==> config.mk <==
export PLATFORM = sky130hd
export DESIGN_NAME = axi_slave_aw_stage
export DESIGN_NICKNAME = d
export VERILOG_FILES = /design/src/rtl/axi_slave_aw_stage.sv
export SDC_FILE = /design/constraint.sdc
export NUM_CORES = 1
export LEC_CHECK = 0
export ABC_AREA = 1
export BUFFER_PORTS_ARGS = -buffer_cell sky130_fd_sc_hd__buf_2
export CORE_MARGIN = 2
export CORE_UTILIZATION = 40
export CTS_BUF_LIST = sky130_fd_sc_hd__clkbuf_8 sky130_fd_sc_hd__clkbuf_16
export CTS_CLUSTER_DIAMETER = 120
export DETAILED_ROUTE_END_ITERATION = 12
export GPL_TIMING_DRIVEN = 1
export PLACE_DENSITY = 0.64
export SYNTH_ARGS = -nofsm -noshare
export SYNTH_HDL_FRONTEND = slang
export SYNTH_SLANG_ARGS = --single-unit
==> constraint.sdc <==
create_clock -name clk -period 4.6 [get_ports clk]
set_input_delay 0.23 -clock clk [delete_from_list [all_inputs] [get_ports clk]]
set_output_delay 0.23 -clock clk [all_outputs]
set_load 0.02 [all_outputs]
==> src/rtl/axi_slave_aw_stage.sv <==
// AXI4 slave write-address stage: accepts AW handshakes, flags illegal bursts, queues them
// in a small FIFO and presents the registered head burst to the downstream W-channel stage.
module axi_slave_aw_stage #(
    parameter int DEPTH  = 2,
    parameter int ID_W   = 12,
    parameter int ADDR_W = 32
) (
    input  logic                       clk,
    input  logic                       rst,
    input  logic                       s_axi_aresetn,
    input  logic                       s_axi_awvalid,
    output logic                       s_axi_awready,
    input  logic [ID_W-1:0]            s_axi_awid,
    input  logic [ADDR_W-1:0]          s_axi_awaddr,
    input  logic [7:0]                 s_axi_awlen,
    input  logic [2:0]                 s_axi_awsize,
    input  logic [1:0]                 s_axi_awburst,
    output logic                       tx_wactive,
    output logic [ID_W-1:0]            tx_awid,
    output logic [ADDR_W-1:0]          tx_awaddr,
    output logic [7:0]                 tx_awlen,
    output logic [2:0]                 tx_awsize,
    output logic [1:0]                 tx_awburst,
    output logic                       tx_slverr,
    input  logic                       tx_done,
    output logic [$clog2(DEPTH):0]     fifo_count
);

    localparam int PW = $clog2(DEPTH);
    localparam int CW = PW + 1;

    localparam logic [1:0] BURST_INCR = 2'd1;
    localparam logic [1:0] BURST_WRAP = 2'd2;
    localparam logic [1:0] BURST_RSVD = 2'd3;

    typedef struct packed {
        logic [ID_W-1:0]   id;
        logic [ADDR_W-1:0] addr;
        logic [7:0]        len;
        logic [2:0]        size;
        logic [1:0]        burst;
        logic              err;
    } entry_t;

    entry_t          mem [DEPTH];
    entry_t          head_q;
    entry_t          head_next;
    entry_t          incoming;
    logic [PW-1:0]   wr_ptr;
    logic [PW-1:0]   rd_ptr;
    logic [CW-1:0]   count;
    logic [CW-1:0]   count_next;
    logic [CW-1:0]   remaining;
    logic            srst;
    logic            push;
    logic            pop;
    logic            head_load;

    logic            wrap_len_ok;
    logic            size_aligned;
    logic            crosses_4k;
    logic [13:0]     beats;
    logic [13:0]     span_bytes;
    logic [13:0]     span_end;
    logic            burst_err;

    assign srst = rst | ~s_axi_aresetn;
    assign push = s_axi_awvalid & s_axi_awready;
    assign pop  = tx_done & (count != '0);

    // Legality check on the live AW fields; the verdict travels with the burst as its err bit.
    always_comb begin
        wrap_len_ok  = s_axi_awlen inside {8'd1, 8'd3, 8'd7, 8'd15};
        size_aligned = 1'b0;
        case (s_axi_awsize)
            3'd0:    size_aligned = 1'b1;
            3'd1:    size_aligned = ~s_axi_awaddr[0];
            3'd2:    size_aligned = (s_axi_awaddr[1:0] == 2'b00);
            default: size_aligned = 1'b0;
        endcase
        beats      = {6'b0, s_axi_awlen} + 14'd1;
        span_bytes = beats << s_axi_awsize;
        span_end   = {2'b00, s_axi_awaddr[11:0]} + span_bytes;
        crosses_4k = (span_end > 14'd4096);
        burst_err  = (s_axi_awsize > 3'd2)
                   | (s_axi_awburst == BURST_RSVD)
                   | ((s_axi_awburst == BURST_WRAP) & ~wrap_len_ok)
                   | ((s_axi_awburst == BURST_WRAP) & ~size_aligned)
                   | ((s_axi_awburst == BURST_INCR) & crosses_4k);
    end

    always_comb begin
        incoming       = '0;
        incoming.id    = s_axi_awid;
        incoming.addr  = s_axi_awaddr;
        incoming.len   = s_axi_awlen;
        incoming.size  = s_axi_awsize;
        incoming.burst = s_axi_awburst;
        incoming.err   = burst_err;
    end

    always_comb begin
        count_next = count;
        case ({push, pop})
            2'b10:   count_next = count + CW'(1);
            2'b01:   count_next = count - CW'(1);
            default: count_next = count;
        endcase
    end

    // The head register reloads only when the head leaves or a burst lands in an empty FIFO;
    // a burst pushed while the last entry pops is taken straight from the AW bus.
    always_comb begin
        remaining = count - CW'(pop);
        head_load = pop | (push & (count == '0));
        head_next = '0;
        if (remaining != '0) begin
            head_next = mem[rd_ptr + PW'(1)];
        end else if (push) begin
            head_next = incoming;
        end
    end

    always_ff @(posedge clk) begin
        if (push) begin
            mem[wr_ptr] <= incoming;
        end
    end

    always_ff @(posedge clk) begin
        if (srst) begin
            wr_ptr        <= '0;
            rd_ptr        <= '0;
            count         <= '0;
            s_axi_awready <= 1'b0;
            tx_wactive    <= 1'b0;
            head_q        <= '0;
        end else begin
            if (push) begin
                wr_ptr <= wr_ptr + PW'(1);
            end
            if (pop) begin
                rd_ptr <= rd_ptr + PW'(1);
            end
            count         <= count_next;
            s_axi_awready <= (count_next < CW'(DEPTH));
            tx_wactive    <= (count_next != '0);
            if (head_load) begin
                head_q <= head_next;
            end
        end
    end

    assign tx_awid    = head_q.id;
    assign tx_awaddr  = head_q.addr;
    assign tx_awlen   = head_q.len;
    assign tx_awsize  = head_q.size;
    assign tx_awburst = head_q.burst;
    assign tx_slverr  = head_q.err;
    assign fifo_count = count;

endmodule

==> impl_results.md, run 1 <==
* Worst min path class: in -> reg
* CP Depth at 22
* CTS-repair resized insts at 0
* Placed Area at 0.00888 mm²
* WS Path Type: in -> reg
* DP HPWL at 12000 µm
* Final WL at 19300 µm
* Row count at 51
* Slowest-stage cell, CP: ha_1
* Synthesized netlist cell count at 780
* Antenna Nets Post-Route at 0
* Synth Area in Compound Gates at 0.170
* RePlAce Congestion at 0.912
* DR vias/cell at 5.15
* Tot GR Track Use at 0.181
* Max transition margin at 0.334
* Crit-path max FO at 8
* Max Clock Freq at 0.361 GHz
* Avg Cell Area, Syn at 10.3 µm²
* Simple-gate share of the synthesized area at 0.146
* Total CTS buffers at 17
* Clock Pin Slew Worst Setup and Hold Paths at 0.07 ns
* CTS H-tree depth at 4
* Setup Viol. Count Final at 0
* CP Buf/Inv Count at 2
* Worst IR drop on VDD at 0.000169 V
* Slowest cell delay on critical path at 0.38 ns
* Largest net degree at the start of global routing at 61
* RSZ-0062 raised after global routing: false
* Clock skew at 0.0102 ns
* Vias in the first global route at 5687
* Drt drc at 0
* WP data arrival at 2.93 ns
* Design area at 0.00968 mm²
* Worst slew pin tran at 0.999 ns
* Nature of the critical path startpoint: input port
* Initial Util at 0.410
* Synth Cell Area at 0.00802 mm²
* Synthesis-to-finish area growth at 20.7%
* Fin. max-slew vios at 0
* CTS tree: yes
* Routed len/inst at 16.3 µm
* Critical path's most frequent cell: nand2_1
* Post-synthesis sequential area ratio at 0.594
* Setup Buffers After CTS at 0
* Adder-cell share of the synthesized area at 0.0290
* Period Utilization, post-route at 0.602
* Max Cap Viol at 0
* DIE AREA at 0.0212 mm²
* Power consumption at 3.55 mW
* Initial antenna violation count at 0
* First drt pass iteration count at 4
* Data required, critical path at 4.77 ns
* Outcome: finished clean
* Total nets after synthesis at 860
* Leakage power total at 3.77 nW
* Clk sinks at 180
* Port bufs at 123
* Worst-Skew Late Latency at 0.43 ns
* Hold buffer count at CTS at 19
* Ports at 124
* Post-Synth XOR/XNOR Area at 0.00873
* Final Hold Fails at 0
* Main combinational cell family by area after synthesis: compound AO/OA/AOI/OAI gates
* Starting DRT DRC Count at 347
* Warning count from the yosys run at 0
* Worst hold path depth at 1
* #FFs+latches synth at 180
* Clock Path Buffers at 2
* Layout cell share with drive strength beyond 1 at 0.260
* Total number of vias at 6099
* Root buf cell: clkbuf_16
* Mux contribution to synthesized area at 0.00374
* Die H at 146 µm
* GR Overflow Total at 0
* Synth unique cells at 33
* Antenna fix cells at 0
* Setup crit end kind: flop
* CP top delay family: simple AND/OR/NAND/NOR gates
* Minimum clock period at 2.77 ns
* Nets@finish at 986
* Post-route setup TNS at 0 ns
* Crit-path cells: buf_2 -> inv_1 -> nor2_2 -> nand3_2 -> xor2_1 -> nor2_1 -> a31oi_1 -> nand2_1 -> o21ai_0 -> o21ai_0 -> ha_1 -> nand2_1 -> nor2_1 -> nand2_1 -> nand2_1 -> nand2_1 -> nand2_1 -> nand2_1 -> nor2_1 -> nand4_1 -> nand2_1 -> nand2_1
* Core Box Area at 0.0196 mm²
* FF-to-FF path depth at 5
* Die X at 146 µm
* PwrDens at 367 mW/mm²
* First-pass GRT wire length at 30400 µm
* Hold WS at 0.0167 ns
==> cells in the final DEF, fill, tap and decap left out, drive strengths merged, types with 3 or more instances in the layout <==
cell type,n
a21oi,11
a31oi,58
buf,132
clkbuf,17
clkinv,8
dfxtp,64
dlygate4sd3,21
edfxtp,116
ha,17
inv,55
mux2i,3
nand2,131
nand3,21
nand3b,3
nand4,6
nor2,28
nor3,5
o211ai,59
o21ai,87
or2,60
xnor2,3
xor2,5
==> metrics by stage <==
step	setup WS (ns)	instances	util
detailed placement	1.40	1131	0.453
CTS	1.86	1182	0.493
global placement	1.43	1131	0.453
floorplan	0.996	780	-
finish	1.83	1184	0.494
global route	1.48	1184	0.494
==> worst register-to-register path, stage by stage (launching register included) <==
cell and delay, ns:
dfxtp_1 0.35, nand2_1 0.25, o31ai_4 0.88, buf_4 0.61, o21ai_0 0.16, a31oi_1 0.20
==> synthesized netlist by cell type <==
cell type,instances,area [µm²]
nand2_1,131,492
edfxtp_1,116,3480
o21ai_0,78,390
dfxtp_1,64,1280
or2_2,60,375
o211ai_1,59,443
a31oi_1,58,363
inv_1,47,176
clkbuf_1,31,116
nor2_1,26,97.6
nand3_1,20,100
ha_1,17,213
a21oi_1,11,55.1
buf_2,11,55.1
nand4_1,6,37.5
nor3_1,5,25.0
o21ai_1,5,25.0
xor2_1,5,43.8
o21ai_2,4,35.0
buf_4,3,22.5
clkinv_1,3,11.3
mux2i_1,3,30.0
nand3b_1,3,22.5
xnor2_1,3,26.3
nor2_2,2,12.5
o21bai_1,2,15.0
a2111oi_0,1,8.76
buf_1,1,3.75
fa_1,1,20.0
inv_2,1,3.75
nand3_2,1,10.0
o2111ai_1,1,8.76
o31ai_4,1,21.3
==> report_power, final <==
group / switching, mW / internal, mW / total (mW)
Sequential: 0.0120 / 1.75 / 1.76
Clock: 0.660 / 0.772 / 1.43
Combinational: 0.233 / 0.122 / 0.355
Total: 0.905 / 2.65 / 3.55
==> worst paths after layout <==
kind	from	end	slack, ns
worst max-delay path	s_axi_awlen[0]	mem[0][0]	1.83
worst min-delay path	s_axi_awaddr[20]	mem[1][34]	0.02
worst max register to register	s_axi_awready	tx_awid[3]	2.07
worst min register to register	tx_awaddr[15]	tx_awaddr[15]	0.53
==> routing by layer <==
metal,up-vias,share of wire,global-route usage
met4,0,0.021,0.0686
met2,124,0.47,0.300
li1,3055,-,-
met3,25,0.035,0.0282
met5,-,0,0
met1,2895,0.47,0.242
==> state kept, by name, summed over array words and instances, names as in the netlist, 2 cells and up <==
signal,count
tx_awlen,8
fifo_count,2
tx_awburst,2
tx_awaddr,32
mem,116
tx_awsize,3
tx_awid,12
==> layout make-up <==
cell class,instances,area [µm²]
Sequential cell,180,4770
Clock inverter,15,166
Timing Repair Buffer,153,893
Inverter,51,191
Clock buffer,17,425
Tap cell,265,332
Fill cell,1835,9910
Multi-Input combinational cell,503,2910
==> cell families after synthesis <==
kind of cell	Yosys count
AOI/OAI and AO/OA	220
buffers and inverters	97
DFF	180
adders and majority gates	18
xor gates and xnor gates	8
muxes	3
and+or+nand+nor	254
Note: power is estimated with default switching activity, not from simulation.
==> inputs of run 2 (changes only) <==
==> constraint.sdc (replaced) <==
create_clock -name clk -period 2.6 [get_ports clk]
set_input_delay 0.13 -clock clk [delete_from_list [all_inputs] [get_ports clk]]
set_output_delay 0.13 -clock clk [all_outputs]
set_load 0.02 [all_outputs]
==> impl_results.md, run 2 (synthesis results as in run 1) <==
* Antenna fix cells at 0
* First-pass GRT wire length at 31100 µm
* Nets@finish at 1052
* Total number of vias at 6324
* PwrDens at 610 mW/mm²
* Outcome: finished clean
* NetSw at 1.65 mW
* Setup crit end kind: flop
* Clk sinks at 180
* Antenna Nets Post-Route at 0
* Tot GR Track Use at 0.183
* Ports at 124
* Setup Viol. Count Final at 0
* Final WL at 19500 µm
* Max Cap Viol at 0
* Core Box Area at 0.0196 mm²
* Final Hold Fails at 0
* Clock Pin Slew Worst Setup and Hold Paths at 0.07 ns
* Port bufs at 123
* CTS tree: yes
* Layout cell share with drive strength beyond 1 at 0.319
* Die H at 146 µm
* Period Utilization, post-route at 0.938
* Clock power share at 0.383
* WS Path Type: in -> reg
* Switching Share at 0.260
* Starting DRT DRC Count at 347
* Worst-Skew Late Latency at 0.42 ns
* # fillers at 1739
* WP data arrival at 2.60 ns
* Max reg flops at 116
* Total CTS buffers at 17
* Vias in the first global route at 5990
* Power consumption at 6.36 mW
* Drt drc at 0
* Logic pwr share at 0.126
* Reg with most FFs: mem
* Max transition margin at 0.429
* DR vias/cell at 5.06
* Worst min path class: in -> reg
* Post-route setup TNS at 0 ns
* Setup WS post-layout at 0.160 ns
* Clock Path Buffers at 2
* Max Clock Freq at 0.410 GHz
* GR Overflow Total at 0
* Leakage power total at 4.10 nW
* Routed len/inst at 15.6 µm
* Initial antenna violation count at 0
* Worst slack, placed at -0.386 ns
* Data required, critical path at 2.76 ns
* CTS H-tree depth at 4
* Root buf cell: clkbuf_16
* Row count at 51
* FF-to-FF path depth at 5
* Hold WS at 0.0204 ns
* Nature of the critical path startpoint: input port
* Clock skew at 0.0125 ns
* RePlAce Congestion at 0.867
* Crit-path max FO at 5
* Int Power at 4.71 mW
* First drt pass iteration count at 4
* Worst hold path depth at 3
* Synthesis-to-finish area growth at 30.0%
* Final cell count without fillers at 1250
* Worst slew pin tran at 0.855 ns
* DP HPWL at 12300 µm
* Initial Util at 0.410
* Commonest non-fill, non-tap cell in the layout: nand2_1
* Placed Cells at 1169
* Most frequent cells in the layout: 121 x nand2_1, 120 x buf_2, 116 x edfxtp_1
* Die X at 146 µm
* Worst IR drop on VDD at 0.000359 V
* Fin. max-slew vios at 0
* DIE AREA at 0.0212 mm²
* Sequential share of power at 0.491
* Largest net degree at the start of global routing at 63
* Minimum clock period at 2.44 ns
run 2: cell types whose count changed in the layout (fill, tap and decap cells not counted), moves of 5 or more:
cell | before | now
nand2_2 | 0 | 10
nor2_1 | 22 | 17
buf_4 | 9 | 49
nand2_1 | 131 | 121
o21ai_1 | 5 | 13
o21ai_0 | 78 | 66
dlygate4sd3_1 | 21 | 45
run 2: timing repair:
item | 4_1_cts | 5_1_grt
hold buffers | 46 | 0
endpoints found under the setup margin | 0 | 3
hold endpoints to repair | 126 | 0
buffers inserted | 0 | 4
gates resized for setup | 0 | 52
run 2: worst paths after layout:
| path | start | to | slack (ns) |
|---|---|---|---|
| max | s_axi_awlen[0] | mem[0][0] | 0.16 |
| min | s_axi_awvalid | wr_ptr | 0.02 |
| max reg2reg | s_axi_awready | tx_awlen[7] | 0.76 |
| min reg2reg | tx_awaddr[14] | tx_awaddr[14] | 0.53 |
run 2: power groups by stage:
| stage | Clock [mW] | Sequential (mW) | Combinational, mW |
|---|---|---|---|
| after floorplan | 0 | 3.22 | 0.348 |
| after global placement | 0 | 3.18 | 0.679 |
| after detailed placement | 0 | 3.19 | 0.679 |
| after CTS | 2.48 | 3.12 | 0.735 |
| after global routing | 2.60 | 3.13 | 0.890 |
| final | 2.44 | 3.12 | 0.800 |
run 2: stage by stage:
step | area (µm²) | util
2_1_floorplan | 8030 | -
3_3_place_gp | 9220 | 0.470
3_5_place_dp | 9220 | 0.470
6_report | 10400 | 0.532
4_1_cts | 10200 | 0.523
5_1_grt | 10400 | 0.532
run 2: layout make-up:
type	count	area (µm²)	area share
clock buffers	17	425	0.0408
multi-input cells	503	3060	0.294
clock inverters	15	141	0.0136
well taps	265	332	0.0318
flip-flops and latches	180	4770	0.457
inverters	51	191	0.0184
repair buffers	219	1510	0.145
run 2: critical path: stages:
cell,delay (ns)
buf_4,0.13
ha_1,0.21
nand3_1,0.09
nor2_1,0.05
xor2_1,0.15
nand2_1,0.06
o21ai_0,0.13
or2_2,0.29
o211ai_1,0.08
o21ai_0,0.12
ha_1,0.35
nand2_1,0.11
nor2_2,0.11
nand3_1,0.12
nand3_1,0.11
nand2_1,0.05
nand2_1,0.05
nand4_1,0.09
nand2_1,0.09
nand2_2,0.06
run 2: metal layers:
| layer | wire, µm | global-route usage | share of wire | vias up |
|---|---|---|---|---|
| met5 | 0 | 0 | 0 | - |
| met4 | 206 | 0.0500 | 0.011 | 0 |
| met3 | 713 | 0.0317 | 0.036 | 12 |
| met2 | 9460 | 0.306 | 0.48 | 142 |
| met1 | 9160 | 0.246 | 0.47 | 2978 |
| li1 | - | - | - | 3192 |
==> inputs of run 3 (changes only) <==
--- a/config.mk
+++ b/config.mk
@@ -13,6 +13,7 @@
 export CTS_CLUSTER_DIAMETER = 120
 export DETAILED_ROUTE_END_ITERATION = 12
 export GPL_TIMING_DRIVEN = 1
+export MAX_ROUTING_LAYER = met4
 export PLACE_DENSITY = 0.64
 export SYNTH_ARGS = -nofsm -noshare
 export SYNTH_HDL_FRONTEND = slang
==> impl_results.md, run 3 (synthesis results as in run 1) <==
* Outcome: finished clean
* Crit-path max FO at 5
* GR Overflow Total at 0
* CTS H-tree depth at 4
* Clock Path Buffers at 2
* Max reg flops at 116
* FF-to-FF path depth at 5
* Row count at 51
* PwrDens at 619 mW/mm²
* Worst IR drop on VDD at 0.000317 V
* # fillers at 1760
* Minimum clock period at 2.46 ns
* Period Utilization, post-route at 0.946
* DP HPWL at 12500 µm
* WP data arrival at 2.63 ns
* Port bufs at 123
* WS Path Type: in -> reg
* Total CTS buffers at 17
* Die X at 146 µm
* Final Hold Fails at 0
* Root buf cell: clkbuf_16
* Max layer used: met4
* Clock skew at 0.00828 ns
* Initial antenna violation count at 0
* Tot GR Track Use at 0.194
* Antenna Nets Post-Route at 0
* Vias in the first global route at 6057
* Power consumption at 6.52 mW
* Clock Pin Slew Worst Setup and Hold Paths at 0.08 ns
* DR vias/cell at 5.07
* Max Cap Viol at 0
* Met2 Routed Length at 9540 µm
* Clk sinks at 180
* Initial Util at 0.410
* Max transition margin at 0.435
* Nature of the critical path startpoint: input port
* Worst slack, placed at -0.369 ns
* Nets@finish at 1058
* Reg with most FFs: mem
* Largest net degree at the start of global routing at 79
* Worst r2r dst: tx_awlen[7]
* Metal-1 WL at 9010 µm
* FF-to-FF Start: s_axi_awready
* First-pass GRT wire length at 31900 µm
* Worst Hold Launch: s_axi_awlen[0]
* Most frequent cells in the layout: 121 x nand2_1, 120 x buf_2, 116 x edfxtp_1
* Data required, critical path at 2.77 ns
* Setup crit end kind: flop
* Worst slew pin tran at 0.846 ns
* Die H at 146 µm
* Setup WS post-layout at 0.140 ns
* FF/Latch Area at 0.00477 mm²
* Worst hold path depth at 2
* Setup Viol. Count Final at 0
* RePlAce Congestion at 0.873
* Multi-input gate area in the final layout at 0.00307 mm²
* Leakage power total at 4.17 nW
* Worst min path class: in -> reg
* Routed len/inst at 15.6 µm
* DIE AREA at 0.0212 mm²
* Synthesis-to-finish area growth at 31.2%
* Commonest non-fill, non-tap cell in the layout: nand2_1
* Layout cell share with drive strength beyond 1 at 0.324
* CTS tree: yes
* Worst-Skew Late Latency at 0.43 ns
* Final WL at 19500 µm
* Max Clock Freq at 0.406 GHz
* Starting DRT DRC Count at 396
* Antenna fix cells at 0
* Core Box Area at 0.0196 mm²
* WHS Endpoint: mem[1][6]
* Fin. max-slew vios at 0
* Ports at 124
* Total number of vias at 6362
* Met3 routed WL at 766 µm
* Drt drc at 0
* First drt pass iteration count at 7
* R2r setup slk at 0.74 ns
## run 3: cell count changes in the layout (fill, tap and decap cells not counted), moves of 2 or more
cell	change
buf_4	+4
clkinvlp_4	-2
ha_1	+2
ha_4	-2
inv_8	+2
nand3_1	-2
nand3_2	+2
## run 3: power by group
part           switching [mW]  internal, mW
registers              0.0208          3.10
clock network            1.19          1.39
logic                   0.469         0.348
## run 3: final cells by class
cell class                      count  share of cell area
Clock buffer                       17              0.0404
Clock inverter                     15              0.0172
Multi-Input combinational cell    503               0.292
Sequential cell                   180               0.453
Tap cell                          265              0.0315
Inverter                           51              0.0182
Timing Repair Buffer              225               0.148
## run 3: metal layers
metal	vias up	GRT usage
met4	0	0.0441
met3	14	0.0392
met1	3010	0.256
li1	3197	-
met2	141	0.310
met5	-	-
## run 3: how the worst max path moves through the flow
stage                   startpoint        end  slack (ns)  depth (start not counted)
finish              s_axi_awlen[0]  mem[0][0]        0.14                         20
global route        s_axi_awlen[0]  mem[0][0]       -0.03                         20
CTS                 s_axi_awlen[7]  mem[0][0]        0.02                         19
detailed placement  s_axi_awlen[0]  mem[0][0]       -0.37                         23
global placement    s_axi_awlen[0]  mem[0][0]       -0.33                         26
floorplan            s_axi_awready  mem[1][0]       -0.04                          2
## run 3: critical path, stage by stage
cell      delay (ns)
buf_4           0.13
ha_1            0.22
nand3_1         0.10
nor2_1          0.05
xor2_1          0.15
nand2_1         0.06
o21ai_0         0.13
or2_2           0.30
o211ai_1        0.07
o21ai_0         0.11
ha_1            0.36
inv_1           0.07
o21ai_1         0.20
inv_1           0.09
nand2_1         0.07
nand2_1         0.05
nand2_1         0.06
nand4_1         0.12
nand2_2         0.09
nand2_2         0.06
## run 3: stage by stage
step	instance area (µm²)	hold slack, ns	util	instances	setup TNS, ns
after floorplan	8030	0.229	-	780	-3.20
after global placement	9220	0.333	0.470	1169	-0.972
after detailed placement	9220	0.336	0.470	1169	-1.08
after CTS	10300	0.0399	0.525	1248	0
after global routing	10500	0.0149	0.538	1256	-0.0703
final	10500	0.0288	0.538	1256	0
## run 3: what timing repair did
item                                   in CTS  in global routing
setup buffers                               0                  9
endpoints found under the hold margin     132                  0
resized for setup                           0                 59
setup endpoints to repair                   0                  3
hold buffers                               47                  0
